`src/rtl/mult_div_unit.sv`:
```
// Iterative radix-2 multiply/divide unit with HI/LO registers.
// Define MDU_UNSIGNED_EN to make op[1] select multu/divu.
module mult_div_unit #(
  parameter int WIDTH = 32,
  parameter int CNT_W = 6
) (
  input  logic             clk,
  input  logic             rst,
  input  logic             start,
  input  logic [1:0]       op,
  input  logic [WIDTH-1:0] a,
  input  logic [WIDTH-1:0] b,
  input  logic             hi_wr,
  input  logic             lo_wr,
  input  logic [WIDTH-1:0] wdata,
  output logic             busy,
  output logic             done,
  output logic             div_zero,
  output logic [WIDTH-1:0] hi,
  output logic [WIDTH-1:0] lo
);

  localparam int W2 = 2 * WIDTH;

  typedef enum logic [1:0] {
    IDLE,
    CALC,
    FIX
  } state_t;

  state_t           state;
  logic [CNT_W-1:0] cnt;
  logic             is_div;
  logic             neg_p;
  logic             neg_r;
  logic [WIDTH-1:0] ma;
  logic [WIDTH-1:0] mb;
  logic [W2-1:0]    acc;
  logic [W2-1:0]    acc_nxt;

  logic             sgn;
  logic             a_neg;
  logic             b_neg;
  logic [WIDTH-1:0] a_mag;
  logic [WIDTH-1:0] b_mag;
  logic [WIDTH:0]   sum;
  logic [WIDTH:0]   diff;
  logic [W2-1:0]    prod;
  logic [WIDTH-1:0] quo;
  logic [WIDTH-1:0] rmd;
  logic [WIDTH-1:0] res_hi;
  logic [WIDTH-1:0] res_lo;

`ifdef MDU_UNSIGNED_EN
  assign sgn = ~op[1];
`else
  // op[1] has no effect in this build
  assign sgn = 1'b1 | op[1];
`endif

  assign a_neg = sgn & a[WIDTH-1];
  assign b_neg = sgn & b[WIDTH-1];
  assign a_mag = a_neg ? -a : a;
  assign b_mag = b_neg ? -b : b;

  // mult: acc = {partial, multiplier}; div: acc = {remainder, dividend/quotient}
  always_comb begin
    sum  = {1'b0, acc[W2-1:WIDTH]} + (acc[0] ? {1'b0, ma} : '0);
    diff = acc[W2-1:WIDTH-1] - {1'b0, mb};
    if (!is_div)
      acc_nxt = {sum, acc[WIDTH-1:1]};
    else if (!diff[WIDTH])
      acc_nxt = {diff[WIDTH-1:0], acc[WIDTH-2:0], 1'b1};
    else
      acc_nxt = {acc[W2-2:0], 1'b0};
  end

  always_comb begin
    prod   = neg_p ? -acc : acc;
    quo    = acc[WIDTH-1:0];
    rmd    = acc[W2-1:WIDTH];
    res_lo = is_div ? (neg_p ? -quo : quo) : prod[WIDTH-1:0];
    res_hi = is_div ? (neg_r ? -rmd : rmd) : prod[W2-1:WIDTH];
  end

  always_ff @(posedge clk or posedge rst) begin
    if (rst) begin
      state    <= IDLE;
      cnt      <= '0;
      is_div   <= 1'b0;
      neg_p    <= 1'b0;
      neg_r    <= 1'b0;
      ma       <= '0;
      mb       <= '0;
      acc      <= '0;
      busy     <= 1'b0;
      done     <= 1'b0;
      div_zero <= 1'b0;
      hi       <= '0;
      lo       <= '0;
    end else begin
      done <= 1'b0;
      unique case (state)
        IDLE: begin
          if (hi_wr) hi <= wdata;
          if (lo_wr) lo <= wdata;
          if (start) begin
            is_div   <= op[0];
            neg_p    <= a_neg ^ b_neg;
            neg_r    <= a_neg;
            ma       <= a_mag;
            mb       <= b_mag;
            acc      <= {{WIDTH{1'b0}}, op[0] ? a_mag : b_mag};
            div_zero <= op[0] && (b == '0);
            cnt      <= CNT_W'(WIDTH);
            busy     <= 1'b1;
            state    <= CALC;
          end
        end
        CALC: begin
          acc <= acc_nxt;
          cnt <= cnt - 1'b1;
          if (cnt == CNT_W'(1)) begin
            busy  <= 1'b0;
            state <= FIX;
          end
        end
        FIX: begin
          if (!div_zero) begin
            hi <= res_hi;
            lo <= res_lo;
          end
          done  <= 1'b1;
          state <= IDLE;
        end
        default: state <= IDLE;
      endcase
    end
  end

endmodule

```
`config.mk`:
```
export PLATFORM = sky130hd
export DESIGN_NAME = mult_div_unit
export DESIGN_NICKNAME = d
export VERILOG_FILES = /design/src/rtl/mult_div_unit.sv
export SDC_FILE = /design/constraint.sdc
export NUM_CORES = 1
export LEC_CHECK = 0
export BUFFER_PORTS_ARGS = -buffer_cell sky130_fd_sc_hd__buf_2
export CAP_MARGIN = 5
export CORE_ASPECT_RATIO = 1.25
export CORE_MARGIN = 2
export CORE_UTILIZATION = 33
export DETAILED_ROUTE_END_ITERATION = 10
export HOLD_SLACK_MARGIN = 0.03
export PLACE_DENSITY = 0.55
export RECOVER_POWER = 50
export REMOVE_ABC_BUFFERS = 1
export SETUP_SLACK_MARGIN = 0.4
export SLEW_MARGIN = 25
export SYNTH_ARGS = -nofsm -noshare
export SYNTH_HDL_FRONTEND = slang
export SYNTH_SLANG_ARGS = --single-unit
```
`constraint.sdc`:
```
create_clock -name clk -period 13.1 [get_ports clk]
set_input_delay 1.965 -clock clk [delete_from_list [all_inputs] [get_ports clk]]
set_output_delay 1.965 -clock clk [all_outputs]
set_load 0.01 [all_outputs]
```
# Yosys cells after proc, flatten, opt, wreduce, memory -nomap -nowiden
# Cells that the tools add are included.
dict set report word_totals {
  input_bits 103
  word_cells 69
  output_inout_bits 67
  regBits 206
}
dict set report op_classes {
  n_reduce_logical 11
  eq_ne 8
  n_addsub 8
  n_bitwise 1
  n_mux 28
}
# op count
set ops {}
lappend ops {{32-bit two-way mux} 12}
lappend ops {{64-bit two-way mux} 4}
lappend ops {{32-bit negator} 4}
lappend ops {{32-bit case mux with 2 select lines} 2}
lappend ops {{64-bit case mux with 2 select lines} 1}
lappend ops {{64-bit negator} 1}
lappend ops {{32-bit by 32-bit adder with 33-bit output} 1}
lappend ops {{33-bit by 32-bit subtractor with 33-bit output} 1}
lappend ops {{32-bit zero test} 1}
lappend ops {{6-bit case mux with 2 select lines} 1}
lappend ops {{2-bit inequality test (second input constant)} 5}
lappend ops {{3-bit AND reduction} 3}
lappend ops {{6-bit by 1-bit == test with 1-bit output (second input constant)} 1}
lappend ops {{6-bit two-way mux} 1}
lappend ops {{2-bit AND reduction} 3}
lappend ops {{6-bit by 1-bit subtractor with 6-bit output (second input constant)} 1}
lappend ops {{2-bit two-way mux} 2}
lappend ops {{2-bit case mux with 2 select lines} 1}
lappend ops {{2-bit nonzero test} 2}
lappend ops {{1-bit two-way mux} 3}
lappend ops {{2-bit by 1-bit == test with 1-bit output (second input constant)} 1}
lappend ops {{2-bit == test (second input constant)} 1}
lappend ops {{2-bit zero test} 1}
lappend ops {{1-bit case mux with 2 select lines} 1}
lappend ops {{other kinds (2)} 2}

# Depth between registers and ports, before layout
dict set report depth {
  ltp_word 5
  mapped_depth 16
  mapped_depth_nobuf 14
}

# Worst setup path before layout
# No wires, ideal clock.
dict set report synth_path {
  kind {input to register}
  from {input port b[13]}
  to {register acc[30]}
  path_slack_ns 8.335
  setup_ns 0.133
  required_time_ns 12.967
  path_stages 10
  arrival_time_ns 4.631
  n_path_buf 0
  cell_sequence {or4_1 > nor4_1 > or4b_2 > nor4_1 > nand2_1 > o41ai_1 > xor2_1 > nor2_1 > a21oi_1 > o21ai_0}
}
dict set report synth_via {
  elab_chain_cells 5
}
# item line
set synth_lines {}
lappend synth_lines {{from (decl)} 12} ;# input logic [WIDTH-1:0] b,
lappend synth_lines {{32-bit negator} 64} ;# assign b_mag = b_neg ? -b : b;
lappend synth_lines {{32-bit two-way mux} 64}
lappend synth_lines {{32-bit two-way mux} 113} ;# acc <= {{WIDTH{1'b0}}, op[0] ? a_mag : b_mag};
lappend synth_lines {{64-bit two-way mux} 107} ;# if (start) begin
lappend synth_lines {{64-bit case mux with 2 select lines} 103} ;# unique case (state)
lappend synth_lines {{to (signal assigned)} 113}
lappend synth_lines {{to (signal assigned)} 121} ;# acc <= acc_nxt;
lappend synth_lines {{to (decl)} 38} ;# logic [W2-1:0] acc;
# No other way between the ends. The select of a mux whose other input is x is not followed.
# A chain may end at the register's enable or synchronous reset.

==> impl_results.md <==
- Status: finished with violations
- Violated checks: capacitance limit, slew limit
- Hold Crit Class: reg -> reg
- Hold buffers post-CTS: 0
- Worst slack, placed: around 7.3 ns
- Critical Path Sink Type: async pin
- Final Skew: 0.0113 ns
- Mapped cell area: between 15000 and 20000 sq um
- # rows: 88
- CORE AREA: 46100 sq um
- Total CTS buffers: 26
- Post_cts resized: 0
- Crit path max fanout: 80
- Power Dens Cells: roughly 290 nW/um^2
- Gr busiest metal: met2
- Initial drt markers: between 900 and 1000
- Vias in the first global route: 14000
- Worst-Margin Slew: a little under 4 ns
- Mapped Avg Cell Area: 8.25 sq um
- CP endpoint: mb[13]
- # H-tree levels: 1
- Critical Path Source: rst
- Post-CTS setup buffers: 0
- Antenna cells: 0
- Met3 usage: 0.0247
- Slowest stage cell, crit path: clkbuf_1
- # DRC: 0
- LEAKAGE: roughly 7.4 nW
- Post-synth top area share: 0.334
- Met1 Track Usage GR: 0.280
- Synth cell types: 73
- Port-buffer cells: 168
- Tcrit/Tclk final: 0.523
- Final non-filler cell total: 2559
- Routed length per instance: 19.9 um
- Clock Sinks: 206
- Final-report hold violation count: 0
- Clock Path Buffers: 3
- First-pass GRT wire length: 79400 um
- Reg-to-Reg Start: state[0]
- Final Setup Violations: 0
- Hold_ws: ~0.47 ns
- Max-slew violations: about 330
- CTS tree: yes
- Final worst slack: approximately 6.2 ns
- P&R area growth vs syn: 12.8%
- Mapped Cells: about 1900
- RSZ-0062 raised after global routing: no
- Final setup TNS: 0 ns
- Routed Antenna Nets: 0
- Number of synthesized register bits: between 200 and 250
- Max-cap viol count: 6
- EDFF count, synth: 0
- Sequential element share of the synthesized area: 0.334
- Crit path time final: 6.85 ns
- Largest cells by area after synthesis: dfrtp_1 (33%), o21ai_0 (6.3%), nand2_1 (6.2%)
- Final core occ: 0.377
- Largest net degree at the start of global routing: slightly above 100
- CP Cell Sequence: buf_2 -> clkinvlp_2 -> clkbuf_1
- Detailed-route wire length: a little over 50000 um
- Maximum clock rate: approximately 150 MHz
- Nets@finish: 2135
- Fraction of layout cells with a size suffix above 1: 0.0937
- Worst setup slack for register-to-register paths: 8.52 ns
- Via Count: about 14000
- GRT Overall Usage: 0.208
- Critical Path RT: 13.01 ns
- Clock transition at path regs: roughly 0.060 ns
- CP Class: in -> async
- Area leader, netlist: dfrtp_1
- Skew-Pair Late Insertion Delay: about 0.55 ns
- Worst r2r path cells: 5
- Synth warn: 0
- Dpl cells: roughly 2500
- R2R Path End: acc[63]
- Cell chosen for the clock root: clkbuf_16
- Async SR Flop Fraction: 1.00
- Slew HR: -1.58
- CP peak stage delay: approximately 2.5 ns
- Grt met2 use: 0.352
- Die area: 48500 sq um
- Drt first pass iters: 6
- Predominant post-synthesis flop cell: dfrtp_1
- Die height: roughly 250 um
- Overflow after GRT: 0
- Worst vdd ir: approximately 140 uV
- Die W: 197 um
- Post-DP HPWL: 38800 um
- Critical path launch point type: input pin
- Initial antenna violation count: 4
- Final Wtd Congestion: about 0.9
- Critical Path AT: approximately 6.8 ns
- Num ports: 170
- Via density: 5.59
- Initial Utilization: 0.335
==> cells in the final DEF (no fill, tap or decap), drive strengths merged, types with 23 or more instances in the layout <==
master and n:
a211oi 52, a21oi 128, and2 47, buf 124
clkbuf 90, dfrtp 206, ha 70, inv 66
mux2i 57, nand2 255, nor2 99, nor3 31
o21ai 194, o221ai 23, o31ai 44, or3 23
xnor2 102, xor2 70
==> how the worst min path moves through the flow <==
stage | from | to | slack (ns) | cells after the start
final | ma[3] | ma[3] | 0.47 | 2
after global routing | hi[14] | hi[14] | 0.51 | 1
after CTS | lo[7] | lo[7] | 0.47 | 2
after detailed placement | ma[30] | ma[30] | 0.46 | 2
after global placement | ma[10] | ma[10] | 0.46 | 2
after floorplan | ma[30] | ma[30] | 0.44 | 2
==> layer usage <==
metal / wire (um) / share of wire
met1: 22800 / 0.45
met2: 24400 / 0.48
met3: 2380 / 0.047
met4: 1420 / 0.028
met5: 22 / 0.00043
==> cells by family after synthesis <==
logic type	Yosys count	share of synthesized area
DFF	206	0.334
buffers and inverters	186	0.0469
AOI/OAI and AO/OA	609	0.250
and+or+nand+nor	569	0.174
muxes	58	0.0377
xor gates and xnor gates	172	0.0976
adders and majority gates	72	0.0593
==> synthesized netlist by cell type, types with 17 or more instances <==
library cell  instances
nand2_1             255
dfrtp_1             206
o21ai_0             194
a21oi_1             128
xnor2_1             102
nor2_1               99
clkbuf_1             98
ha_1                 70
xor2_1               70
inv_1                66
mux2i_1              57
a211oi_1             52
and2_1               45
o31ai_1              44
nor3_1               30
o221ai_1             23
a21o_1               22
nand2b_1             22
or3_1                22
o41ai_1              20
o21bai_1             19
a31oi_1              18
nand3_1              17
==> worst max-delay path, delay by kind of cell <==
kind     cells  cell delay, ns
buf+inv      3            4.68
==> power by group <==
part | internal, mW | switching [mW]
Clock | 0.422 | 0.288
Sequential | 0.947 | 0.379
Combinational | 1.21 | 1.77
Total | 2.58 | 2.44
==> metrics by stage <==
step | cell area, sq um | power (mW)
5_1_grt | 17400 | 5.44
4_1_cts | 17500 | 5.05
3_5_place_dp | 16700 | 4.32
2_1_floorplan | 15000 | 3.40
6_report | 17400 | 5.01
3_3_place_gp | 16700 | 4.27
==> cell type report <==
| type | instances | area (sq um) |
|---|---|---|
| Fill cell | 4843 | 28700 |
| Inverter | 67 | 253 |
| Timing Repair Buffer | 179 | 847 |
| Clock inverter | 7 | 87.6 |
| Tap cell | 585 | 732 |
| Multi-Input combinational cell | 1480 | 9600 |
| Clock buffer | 35 | 726 |
| Sequential cell | 206 | 5160 |
==> registers in the layout (all words and copies together), names as in the netlist <==
| signal | cells |
|---|---|
| state | 2 |
| mb | 32 |
| neg_r | 1 |
| lo | 32 |
| ma | 32 |
| hi | 32 |
| is_div | 1 |
| done | 1 |
| acc | 64 |
| cnt | 6 |
| busy | 1 |
| neg_p | 1 |
| div_zero | 1 |
Power figures use the tool's default switching activity.
